## config.mk

```make
export PLATFORM = sky130hd
export DESIGN_NAME = router_fsm_ctrl
export DESIGN_NICKNAME = d
export VERILOG_FILES = /design/src/rtl/router_pkg.sv /design/src/rtl/router_fsm_ctrl.sv
export SDC_FILE = /design/constraint.sdc
export NUM_CORES = 1
export LEC_CHECK = 0
export ABC_CLOCK_PERIOD_IN_PS = 2300
export CAP_MARGIN = 10
export CORE_AREA = 2 2 39 41
export DETAILED_ROUTE_END_ITERATION = 12
export DIE_AREA = 0 0 41 43
export HOLD_SLACK_MARGIN = 0.02
export PLACE_DENSITY_LB_ADDON = 0.2
export SETUP_SLACK_MARGIN = 0.3
export SYNTH_ARGS = -nofsm -noshare
export SYNTH_HDL_FRONTEND = slang
export SYNTH_SLANG_ARGS = --single-unit
```

## constraint.sdc

```tcl
create_clock -name clk -period 2.3 [get_ports clk]
set_clock_uncertainty 0.1 [all_clocks]
set_input_delay 0.345 -clock clk [delete_from_list [all_inputs] [get_ports clk]]
set_output_delay 0.345 -clock clk [all_outputs]
set_load 0.1 [all_outputs]
```

## src/rtl/router_pkg.sv

```systemverilog
// -----------------------------------------------------------------------------
// router_pkg
//   Shared definitions for the 1x3 router packet-flow controller.
//   - NUM_PORTS / ST_W   : output FIFO count and state register width
//   - router_state_e     : binary-encoded controller states
//   - ADDR_INVALID       : header address that selects no FIFO
//   - sel_port()         : picks one per-FIFO flag by header address;
//                          an invalid address returns 0
// -----------------------------------------------------------------------------
package router_pkg;

    localparam int NUM_PORTS = 3;
    localparam int ST_W      = 3;

    localparam logic [1:0] ADDR_INVALID = 2'b11;

    typedef enum logic [ST_W-1:0] {
        DECODE_ADDRESS     = 3'd0,
        LOAD_FIRST_DATA    = 3'd1,
        LOAD_DATA          = 3'd2,
        LOAD_PARITY        = 3'd3,
        FIFO_FULL_STATE    = 3'd4,
        LOAD_AFTER_FULL    = 3'd5,
        WAIT_TILL_EMPTY    = 3'd6,
        CHECK_PARITY_ERROR = 3'd7
    } router_state_e;

    // An explicit case is used rather than flags[addr] because address 2'b11
    // lies outside the 3-bit flag vector.
    function automatic logic sel_port(input logic [NUM_PORTS-1:0] flags,
                                      input logic [1:0]           addr);
        logic bit_sel;
        bit_sel = 1'b0;
        case (addr)
            2'd0:    bit_sel = flags[0];
            2'd1:    bit_sel = flags[1];
            2'd2:    bit_sel = flags[2];
            default: bit_sel = 1'b0;
        endcase
        return bit_sel;
    endfunction

endpackage

```

## src/rtl/router_fsm_ctrl.sv

```systemverilog
// -----------------------------------------------------------------------------
// router_fsm_ctrl
//   Packet-flow controller for the 1x3 router. It sequences header decode,
//   payload load, the FIFO-full stall and the parity check, and drives the
//   register stage strobes.
//
//   Ports
//     clk, reset                  rising-edge clock, async active-high reset
//     pkt_valid                   source packet-valid strobe
//     data_in[1:0]                header address bits of the source byte
//     fifo_full                   full flag of the currently selected FIFO
//     fifo_empty_0..2             empty flags of the three FIFOs
//     soft_reset_0..2             timeout soft resets of the three FIFOs
//     parity_done, low_pkt_valid  status returned by the register stage
//     write_enb_reg               write enable toward the selected FIFO
//     detect_add, lfd_state, ld_state, laf_state, full_state, rst_int_reg
//                                 phase strobes (Moore, decoded from state)
//     busy                        back-pressure to the source
//
//   state              | meaning
//   -------------------+----------------------------------------------------
//   DECODE_ADDRESS     | idle; waiting for a valid header (reset state)
//   LOAD_FIRST_DATA    | header byte written to the selected FIFO
//   LOAD_DATA          | payload bytes streaming into the FIFO
//   LOAD_PARITY        | parity byte written after pkt_valid fell
//   FIFO_FULL_STATE    | stalled; selected FIFO is full
//   LOAD_AFTER_FULL    | FIFO drained; write the byte held during the stall
//   WAIT_TILL_EMPTY    | header accepted, but target FIFO still holds data
//   CHECK_PARITY_ERROR | clear the internal parity of the register stage
// -----------------------------------------------------------------------------
module router_fsm_ctrl
    import router_pkg::*;
(
    input  logic       clk,
    input  logic       reset,
    input  logic       pkt_valid,
    input  logic [1:0] data_in,
    input  logic       fifo_full,
    input  logic       fifo_empty_0,
    input  logic       fifo_empty_1,
    input  logic       fifo_empty_2,
    input  logic       soft_reset_0,
    input  logic       soft_reset_1,
    input  logic       soft_reset_2,
    input  logic       parity_done,
    input  logic       low_pkt_valid,
    output logic       write_enb_reg,
    output logic       detect_add,
    output logic       lfd_state,
    output logic       ld_state,
    output logic       laf_state,
    output logic       full_state,
    output logic       rst_int_reg,
    output logic       busy
);

    router_state_e          state_q;
    router_state_e          state_d;
    logic [1:0]             addr_q;
    logic [NUM_PORTS-1:0]   fifo_empty_vec;
    logic [NUM_PORTS-1:0]   soft_reset_vec;
    logic                   hdr_valid;
    logic                   hdr_empty;
    logic                   addr_empty;
    logic                   addr_soft_reset;

    assign fifo_empty_vec = {fifo_empty_2, fifo_empty_1, fifo_empty_0};
    assign soft_reset_vec = {soft_reset_2, soft_reset_1, soft_reset_0};

    // Header decode looks at data_in directly; later states use the latched
    // address so the source byte can move on to payload.
    assign hdr_valid       = pkt_valid && (data_in != ADDR_INVALID);
    assign hdr_empty       = sel_port(fifo_empty_vec, data_in);
    assign addr_empty      = sel_port(fifo_empty_vec, addr_q);
    assign addr_soft_reset = sel_port(soft_reset_vec, addr_q);

    always_ff @(posedge clk or posedge reset) begin
        if (reset) begin
            state_q <= DECODE_ADDRESS;
        end else begin
            state_q <= state_d;
        end
    end

    always_ff @(posedge clk or posedge reset) begin
        if (reset) begin
            addr_q <= 2'b00;
        end else if (state_q == DECODE_ADDRESS && pkt_valid) begin
            addr_q <= data_in;
        end
    end

    always_comb begin
        state_d = state_q;
        // A soft reset from the selected FIFO abandons the packet from any
        // active state; it outranks every normal transition.
        if (state_q != DECODE_ADDRESS && addr_soft_reset) begin
            state_d = DECODE_ADDRESS;
        end else begin
            case (state_q)
                DECODE_ADDRESS: begin
                    if (hdr_valid) begin
                        state_d = hdr_empty ? LOAD_FIRST_DATA : WAIT_TILL_EMPTY;
                    end
                end
                WAIT_TILL_EMPTY: begin
                    if (addr_empty) begin
                        state_d = LOAD_FIRST_DATA;
                    end
                end
                LOAD_FIRST_DATA: begin
                    state_d = LOAD_DATA;
                end
                LOAD_DATA: begin
                    // Full wins over a simultaneous pkt_valid fall; the
                    // register stage flags that case via low_pkt_valid.
                    if (fifo_full) begin
                        state_d = FIFO_FULL_STATE;
                    end else if (!pkt_valid) begin
                        state_d = LOAD_PARITY;
                    end
                end
                FIFO_FULL_STATE: begin
                    if (!fifo_full) begin
                        state_d = LOAD_AFTER_FULL;
                    end
                end
                LOAD_AFTER_FULL: begin
                    if (parity_done) begin
                        state_d = DECODE_ADDRESS;
                    end else if (low_pkt_valid) begin
                        state_d = LOAD_PARITY;
                    end else begin
                        state_d = LOAD_DATA;
                    end
                end
                LOAD_PARITY: begin
                    state_d = CHECK_PARITY_ERROR;
                end
                CHECK_PARITY_ERROR: begin
                    state_d = fifo_full ? FIFO_FULL_STATE : DECODE_ADDRESS;
                end
                default: begin
                    state_d = DECODE_ADDRESS;
                end
            endcase
        end
    end

    always_comb begin
        detect_add    = 1'b0;
        lfd_state     = 1'b0;
        ld_state      = 1'b0;
        laf_state     = 1'b0;
        full_state    = 1'b0;
        rst_int_reg   = 1'b0;
        write_enb_reg = 1'b0;
        busy          = 1'b1;
        case (state_q)
            DECODE_ADDRESS: begin
                detect_add = 1'b1;
                busy       = 1'b0;
            end
            LOAD_FIRST_DATA: begin
                lfd_state     = 1'b1;
                write_enb_reg = 1'b1;
            end
            LOAD_DATA: begin
                ld_state      = 1'b1;
                write_enb_reg = 1'b1;
                busy          = 1'b0;
            end
            LOAD_PARITY: begin
                write_enb_reg = 1'b1;
            end
            FIFO_FULL_STATE: begin
                full_state = 1'b1;
            end
            LOAD_AFTER_FULL: begin
                laf_state     = 1'b1;
                write_enb_reg = 1'b1;
            end
            WAIT_TILL_EMPTY: begin
                busy = 1'b1;
            end
            CHECK_PARITY_ERROR: begin
                rst_int_reg = 1'b1;
            end
            default: begin
                busy = 1'b1;
            end
        endcase
    end

endmodule

```

== Yosys cells after proc, flatten, opt, wreduce, memory -nomap -nowiden ==
Index checks and enable logic that the tools add are counted.

* Bits in registers: 5
* Bits of input ports: 14
* Output and inout port bits: 8
* Word-level logic and storage cells: 50

* Eq/ne operators: 16
* Multiplexer cells: 22
* Reductions and logical operators: 10

{| class="wikitable"
|+ Operators by type and width
! kind !! count
|-
| two-way mux 3 bit || 8
|-
| case mux 3 bit (8 select lines) || 1
|-
| == test 3 bit (second input constant) || 4
|-
| two-way mux 1 bit || 9
|-
| case mux 1 bit (3 select lines) || 3
|-
| == test 3 x 2 -> 1 bit (second input constant) || 2
|-
| inequality test 3 bit (second input constant) || 2
|-
| == test 2 x 1 -> 1 bit (second input constant) || 2
|-
| == test 2 bit (second input constant) || 2
|-
| logical NOT 2 bit || 2
|-
| inequality test 4 bit (second input constant) || 1
|-
| AND reduction 4 bit || 1
|-
| OR reduction 4 bit || 1
|-
| == test 3 x 1 -> 1 bit (second input constant) || 1
|-
| logical AND 1 bit || 3
|-
| logical NOT 3 bit || 1
|-
| inequality test 3 x 2 -> 1 bit (second input constant) || 1
|-
| nonzero test 3 bit || 1
|-
| two-way mux 2 bit || 1
|-
| inequality test 2 bit (second input constant) || 1
|-
| OR reduction 2 bit || 1
|}

== Longest topological paths before layout ==
Gate-level depths: netlist (run 1).

* Depth in word-level cells: 6
* Mapped depth: 5
* Depth with buffers taken out: 4

== Worst setup path before layout (run 1) ==
No wires, ideal clock.

* Path kind: reg-to-reg
* Start point: register state_q[2]
* End point: register state_q[2]
* Setup time: 0.110 ns
* Arrival: 3.420 ns
* Required time: 2.090 ns
* Setup slack: -1.330 ns
* Stages on the path, launching flop included: 5
* Period minus slack after synthesis: 3.630 ns
* Path through: dfrtp_1 nor3_1 o211ai_1 and3_1 o41ai_1

* Longest elaborated chain between the ends: 4

{| class="wikitable"
|+ RTL lines
! what !! line !! text
|-
| start: declaration || router_fsm_ctrl.sv:57 || <nowiki>router_state_e state_q;</nowiki>
|-
| start signal: assignment || router_fsm_ctrl.sv:81 || <nowiki>state_q <= state_d;</nowiki>
|-
| nonzero test 3 bit || router_fsm_ctrl.sv:97 || <nowiki>if (state_q != DECODE_ADDRESS && addr_soft_reset) begin</nowiki>
|-
| logical AND 1 bit || router_fsm_ctrl.sv:97 ||
|-
| inequality test 4 bit (no line) (tied with other cells) || n/a ||
|-
| AND reduction 4 bit (no line) || n/a ||
|}

Several ways; a longest one is shown, not always the timed one.
A chain may end at the register's enable or synchronous reset.

== Worst setup path after layout (run 1) ==
* Start point: input port pkt_valid
* End point: register state_q[2]

* Longest elaborated chain between the ends: 3

{| class="wikitable"
|+ RTL lines
! what !! line !! text
|-
| start: declaration || router_fsm_ctrl.sv:36 || <nowiki>input logic pkt_valid,</nowiki>
|-
| logical AND 1 bit || router_fsm_ctrl.sv:72 || <nowiki>assign hdr_valid = pkt_valid && (data_in != ADDR_INVALID);</nowiki>
|-
| inequality test 3 x 2 -> 1 bit (no line) || n/a ||
|-
| AND reduction 4 bit (no line) * || n/a ||
|}

Every way passes the cells marked *; elsewhere a longest branch is shown, timed or not.

==> results of run 1 <==
## area by class of cell
| type | instances | share of cell area, % |
|---|---|---|
| Sequential cell | 5 | 14.4 |
| Tap cell | 16 | 2.23 |
| Clock buffer | 4 | 2.93 |
| Multi-Input combinational cell | 45 | 45.9 |
| Timing Repair Buffer | 21 | 32.4 |
| Inverter | 5 | 2.09 |
## sequential cells by signal, summed over array words and instances, names as in the netlist
register  cells
state_q       3
addr_q        2
## worst max-delay path: cells and delay by family
kind | cells | cell delay (ns)
AND/OR/NAND/NOR | 2 | 0.68
buffers and inverters | 1 | 0.53
AO/OA/AOI/OAI | 2 | 0.33
## metrics by stage
step | area, sq um | util, %
after floorplan | 586 | -
after global placement | 866 | 62.6
after detailed placement | 866 | 62.6
after CTS | 893 | 64.6
after global routing | 896 | 64.7
final | 896 | 64.7
## kinds of logic after synthesis
kind of cell           count (synthesis)  share of synthesized area [%]
multiplexers                           4                           9.00
buffers and inverters                  8                           7.58
AND/OR/NAND/NOR                       25                           28.9
AO/OA/AOI/OAI                         16                           30.8
flip-flops                             5                           23.7
## final timing paths
check,slack [ns],endpoint,from,cells past startpoint
max reg2reg,0.51,state_q[2],state_q[2],4
min,0.20,state_q[0],reset,2
max in group asynchronous,1.72,state_q[2],reset,2
min reg2reg,0.50,addr_q[1],addr_q[1],1
max,0.41,state_q[2],pkt_valid,5
min in group clk,0.50,addr_q[1],addr_q[1],1
## routing by layer
layer  vias up  wire length [um]  share of wire, %  track usage [%]
li1        263                 -                 -                -
met1       243               536                46             21.7
met2        17               563                48             22.8
met3         2                47               4.0             3.14
met4         0                14               1.2             8.00
met5         -                 0                 0                0
## what timing repair did
action | in CTS | in global routing
resized for setup | 1 | 2
endpoints found under the hold margin | 0 | 0
setup buffers | 0 | 0
gates cloned | 0 | 0
endpoints found under the setup margin | 1 | 3
hold buffers | 0 | 0
## layout by cell type (no fill, tap or decap), drive strengths merged
| cell type | count |
|---|---|
| dfrtp | 5 |
| a21boi | 1 |
| o221a | 1 |
| nor2 | 4 |
| o22ai | 1 |
| a21oi | 2 |
| and2b | 2 |
| nor3b | 1 |
| a2111oi | 1 |
| nor4b | 1 |
| a31oi | 1 |
| nand2 | 6 |
| and3 | 3 |
| inv | 5 |
| buf | 8 |
| o41ai | 2 |
| mux2 | 3 |
| a32o | 1 |
| o21bai | 1 |
| clkdlybuf4s50 | 13 |
| o211ai | 2 |
| o221ai | 2 |
| and3b | 1 |
| nand3 | 1 |
| mux2i | 1 |
| or2 | 2 |
| clkbuf | 4 |
| a211oi | 1 |
| or4bb | 1 |
| nor3 | 1 |
| nand3b | 2 |
==> impl_metrics.toml, run 1 <==
[floorplanning]
rows = 14
start_util_pct = 38.2
pin_count = 22
die_area_sq_um = 1760
core_area_sq_um = 1380
die_w_um = 41
fp.dieH_um = 43

[logic_synthesis]
synth.most_common_cell = "nand2_1"
netlist_top_cells_count = "nand2_1 (6), dfrtp_1 (5), inv_1 (5)"
synth_edf_count = 0
synth_ff_type = "dfrtp_1"
yosysWarnings = 0
synth_seq_area_share_pct = 23.7
synth_top_area_share_pct = 23.7
synth_seq_cells = 5
synth_cell_types = 34
synthCells = 58
netlist_area_sq_um = 528
avgSynthCellArea_sq_um = 9.10
synth_area_leaders = "dfrtp_1 (24%), a2111oi_4 (5.2%), mux2_2 (4.3%)"
async_flop_share_pct = 100
yosysTopAreaCell = "dfrtp_1"
syn_nets = 72

[setup_path]
slowest_stage = "clkdlybuf4s50_1"
startpoint_type = "input pin"
critPathArrivalTime_ns = 1.89
path_cells = "clkdlybuf4s50_1 -> or4bb_1 -> a21oi_1 -> or2_1 -> o41ai_1"
worstSetupPathType = "in -> reg"
cp-end-kind = "flip-flop"
critPathMaxStageDelay_ns = 0.53
cp.required_ns = 2.30
critPathMaxFanout = 3

[cells_and_area]
diodes = 0
fill_cells = 114
final_cells = 96
area_growth_pct = 69.7
drive_above_1_share_pct = 38.8
nets = 95
regArea_sq_um = 129
multi_input_area_sq_um = 412

[global_routing]
gr-total-overflow = 0
grt_pass1_wl_um = 1910
grt_pass1_vias = 474
grt_max_degree = 15
antenna_found_initial = 0
grt_use_total_pct = 15.9

[sta]
finalHoldViolCount = 0
hold_ws_ns = 0.202
slew_viol_final = 0
setup_slack_ns = 0.415
fin_crit_ns = 1.89
worst-slew-pin-transition_ns = 0.362
clock.fmax_mhz = 530
final.period_utilization_pct = 82.0
rsz0062_at_grt = "false"
setup_viol = 0
finalSetupTns_ns = 0
maxSlewHeadroom_pct = 75.8

[drt]
antenna_left = 0
wire_per_inst_um = 12.1
dr.pass1.iters = 4
finalWirelength_um = 1160
via_per_inst = 5.47
drt_iter0_drc = 9
drc = 0
vias = 525

[hold_path]
hold_class = "in -> async"

[cts]
cts_buffers = 3
cts-htree-levels = 1
cts-root-buf = "clkbuf_4"
cts_num_sinks = 5
clk_pin_slew_ns = 0.04
cts_tree = "done"
clock_path_buffers = 2
clkLatencyLatePin_ns = 0.23

[place]
dpl.hpwl_um = 956
portBuffers = 21
place_inst = 92
post-place-ws_ns = 0.175
gp_congestion = 0.807

[job]
maxCapViolCount = 0

[outcome]
status = "finished, final reports clean"
Power of run 1 is left out: the tool's default activity adds up to more than one toggle a clock period on the data nets, which glitch-free logic cannot reach.
==> inputs of run 2 (changes only) <==
--- a/config.mk
+++ b/config.mk
@@ -5,11 +5,11 @@
 export SDC_FILE = /design/constraint.sdc
 export NUM_CORES = 1
 export LEC_CHECK = 0
-export ABC_CLOCK_PERIOD_IN_PS = 2300
+export ABC_CLOCK_PERIOD_IN_PS = 1600
 export CAP_MARGIN = 10
-export CORE_AREA = 2 2 39 41
+export CORE_MARGIN = 1.5
+export CORE_UTILIZATION = 37
 export DETAILED_ROUTE_END_ITERATION = 12
-export DIE_AREA = 0 0 41 43
 export HOLD_SLACK_MARGIN = 0.02
 export PLACE_DENSITY_LB_ADDON = 0.2
 export SETUP_SLACK_MARGIN = 0.3
==> constraint.sdc (replaced) <==
create_clock -name clk -period 1.6 [get_ports clk]
set_clock_uncertainty 0.1 [all_clocks]
set_input_delay 0.24 -clock clk [delete_from_list [all_inputs] [get_ports clk]]
set_output_delay 0.24 -clock clk [all_outputs]
set_load 0.1 [all_outputs]
==> impl_metrics.toml, run 2 (same netlist as run 1, synthesis figures left out) <==
[outcome]
status = "finished with violations"
violations = "negative setup slack"

[drt]
drc = 0
via_per_inst = 5.55
wl_met3_um = 90
antenna_left = 0
wl_met2_um = 1160
wl_met1_um = 785
vias = 671
top_layer_used = "met4"
drt_iter0_drc = 30
finalWirelength_um = 2090
wire_per_inst_um = 17.3
dr.pass1.iters = 4

[setup_path]
worstSetupPathType = "reg -> out"
startpoint_type = "flip-flop"
cp.required_ns = 1.26
cp-end-kind = "output port"
critPathArrivalTime_ns = 1.39
critPathMaxFanout = 9

[sta]
worst-slew-pin-transition_ns = 0.351
finalHoldViolCount = 0
finalSetupTns_ns = -0.593
setup_viol = 10
slew_viol_final = 0
fin_crit_ns = 1.73
rsz0062_at_grt = "true"
maxSlewHeadroom_pct = 76.6
setup_slack_ns = -0.134
final.period_utilization_pct = 108
clock.fmax_mhz = 577

[hold_path]
hold_class = "in -> async"

[cells_and_area]
regArea_sq_um = 129
largest_register_ffs = 3
fill_cells = 52
reg_top3 = "state_q (3), addr_q (2)"
final_common_cell = "buf_4"
drive_above_1_share_pct = 62.3
multi_input_area_sq_um = 475
area_growth_pct = 127
nets = 121
regMostFlops = "state_q"
layout_common_cells = "buf_4 (19), clkdlybuf4s50_1 (13), buf_12 (9)"
diodes = 0

[power]
combPwrFrac_pct = 85.5
sw_frac_of_total_pct = 50.9
power_density_nw_per_um2 = 2420
clkPwrFrac_pct = 4.8
power_frac_seq_pct = 9.7
ir_worst_vdd_v = 0.00183
finalPower_mw = 2.90
internal-power_mw = 1.42
p_sw_mw = 1.47
leakagePower_nw = 0.507

[floorplanning]
fp.dieH_um = 40.8
pin_count = 22
start_util_pct = 40.1
die_area_sq_um = 1660
rows = 13
die_w_um = 40.8
core_area_sq_um = 1320

[global_routing]
antenna_found_initial = 0
grt_pass1_vias = 622
gr-total-overflow = 0
grt_pass1_wl_um = 2770
grt_max_degree = 10
grt_use_total_pct = 26.0

[place]
post-place-ws_ns = -0.372
dpl.hpwl_um = 1330
portBuffers = 21
gp_congestion = 0.876

[job]
maxCapViolCount = 0

[cts]
clkLatencyLatePin_ns = 0.23
cts_num_sinks = 5
clock_path_buffers = 2
cts-htree-levels = 1
cts_tree = "done"
cts-root-buf = "clkbuf_4"
cts_buffers = 3
clk_pin_slew_ns = 0.04
run 2: routing by layer:
layer  vias to the layer above  GRT usage (%)
met1                       317           31.0
met3                         6           1.09
met4                         0           13.3
met2                        32           46.8
li1                        316              -
met5                         -              0
run 2: what timing repair did:
| action | CTS | global route |
|---|---|---|
| buffers inserted | 7 | 4 |
| setup endpoints to repair | 13 | 13 |
| resized for setup | 10 | 9 |
| pin swaps | 8 | 7 |
| hold buffers | 0 | 0 |
run 2: power by group through the flow:
stage               sequential (mW)  clock, mW  combinational [mW]
finish                        0.281      0.139                2.48
detailed placement            0.282          0                2.03
CTS                           0.264      0.146                2.29
floorplan                     0.255          0                1.37
global route                  0.285      0.151                2.58
global placement              0.276          0                1.99
run 2: cell type report:
| cell class | instances | area share, % |
|---|---|---|
| multi-input combinational | 45 | 39.7 |
| tap | 15 | 1.57 |
| clock buffer | 4 | 2.20 |
| sequential | 5 | 10.8 |
| inverter | 5 | 2.20 |
| timing repair buffer | 47 | 43.5 |
run 2: path summary, 6_finish.rpt:
path	start	to	slack, ns	depth (start not counted)
setup / recovery	state_q[0]	full_state	-0.13	4
hold / removal	reset	addr_q[1]	0.1	2
setup reg to reg	addr_q[0]	state_q[2]	-0.07	4
hold reg to reg	addr_q[1]	addr_q[1]	0.51	1
max in group asynchronous	reset	state_q[1]	1.13	2
min in group clk	addr_q[1]	addr_q[1]	0.51	1
run 2: metrics by stage:
stage,cells,hold WS (ns),util [%],cell area (sq um)
after detailed placement,106,0.346,76.7,1010
after floorplan,58,-0.0815,-,619
after CTS,117,0.0937,85.9,1130
final,121,0.0955,90.8,1200
after global placement,106,0.342,76.7,1010
after global routing,121,0.141,90.8,1200
run 2: worst max-delay path: stages, from the launching register on:
cell     delay [ns]
dfrtp_1        0.41
buf_4          0.21
nor3b_4        0.21
buf_4          0.16
buf_12         0.16
No activity file was read; power rests on OpenSTA's default activity.
==> inputs of run 3 (changes only) <==
--- a/config.mk
+++ b/config.mk
@@ -13,6 +13,7 @@
 export HOLD_SLACK_MARGIN = 0.02
 export PLACE_DENSITY_LB_ADDON = 0.2
 export SETUP_SLACK_MARGIN = 0.3
+export SLEW_MARGIN = 30
 export SYNTH_ARGS = -nofsm -noshare
 export SYNTH_HDL_FRONTEND = slang
 export SYNTH_SLANG_ARGS = --single-unit
==> results of run 3 <==
Final layout, timing and power as in run 2 (identical DEF).
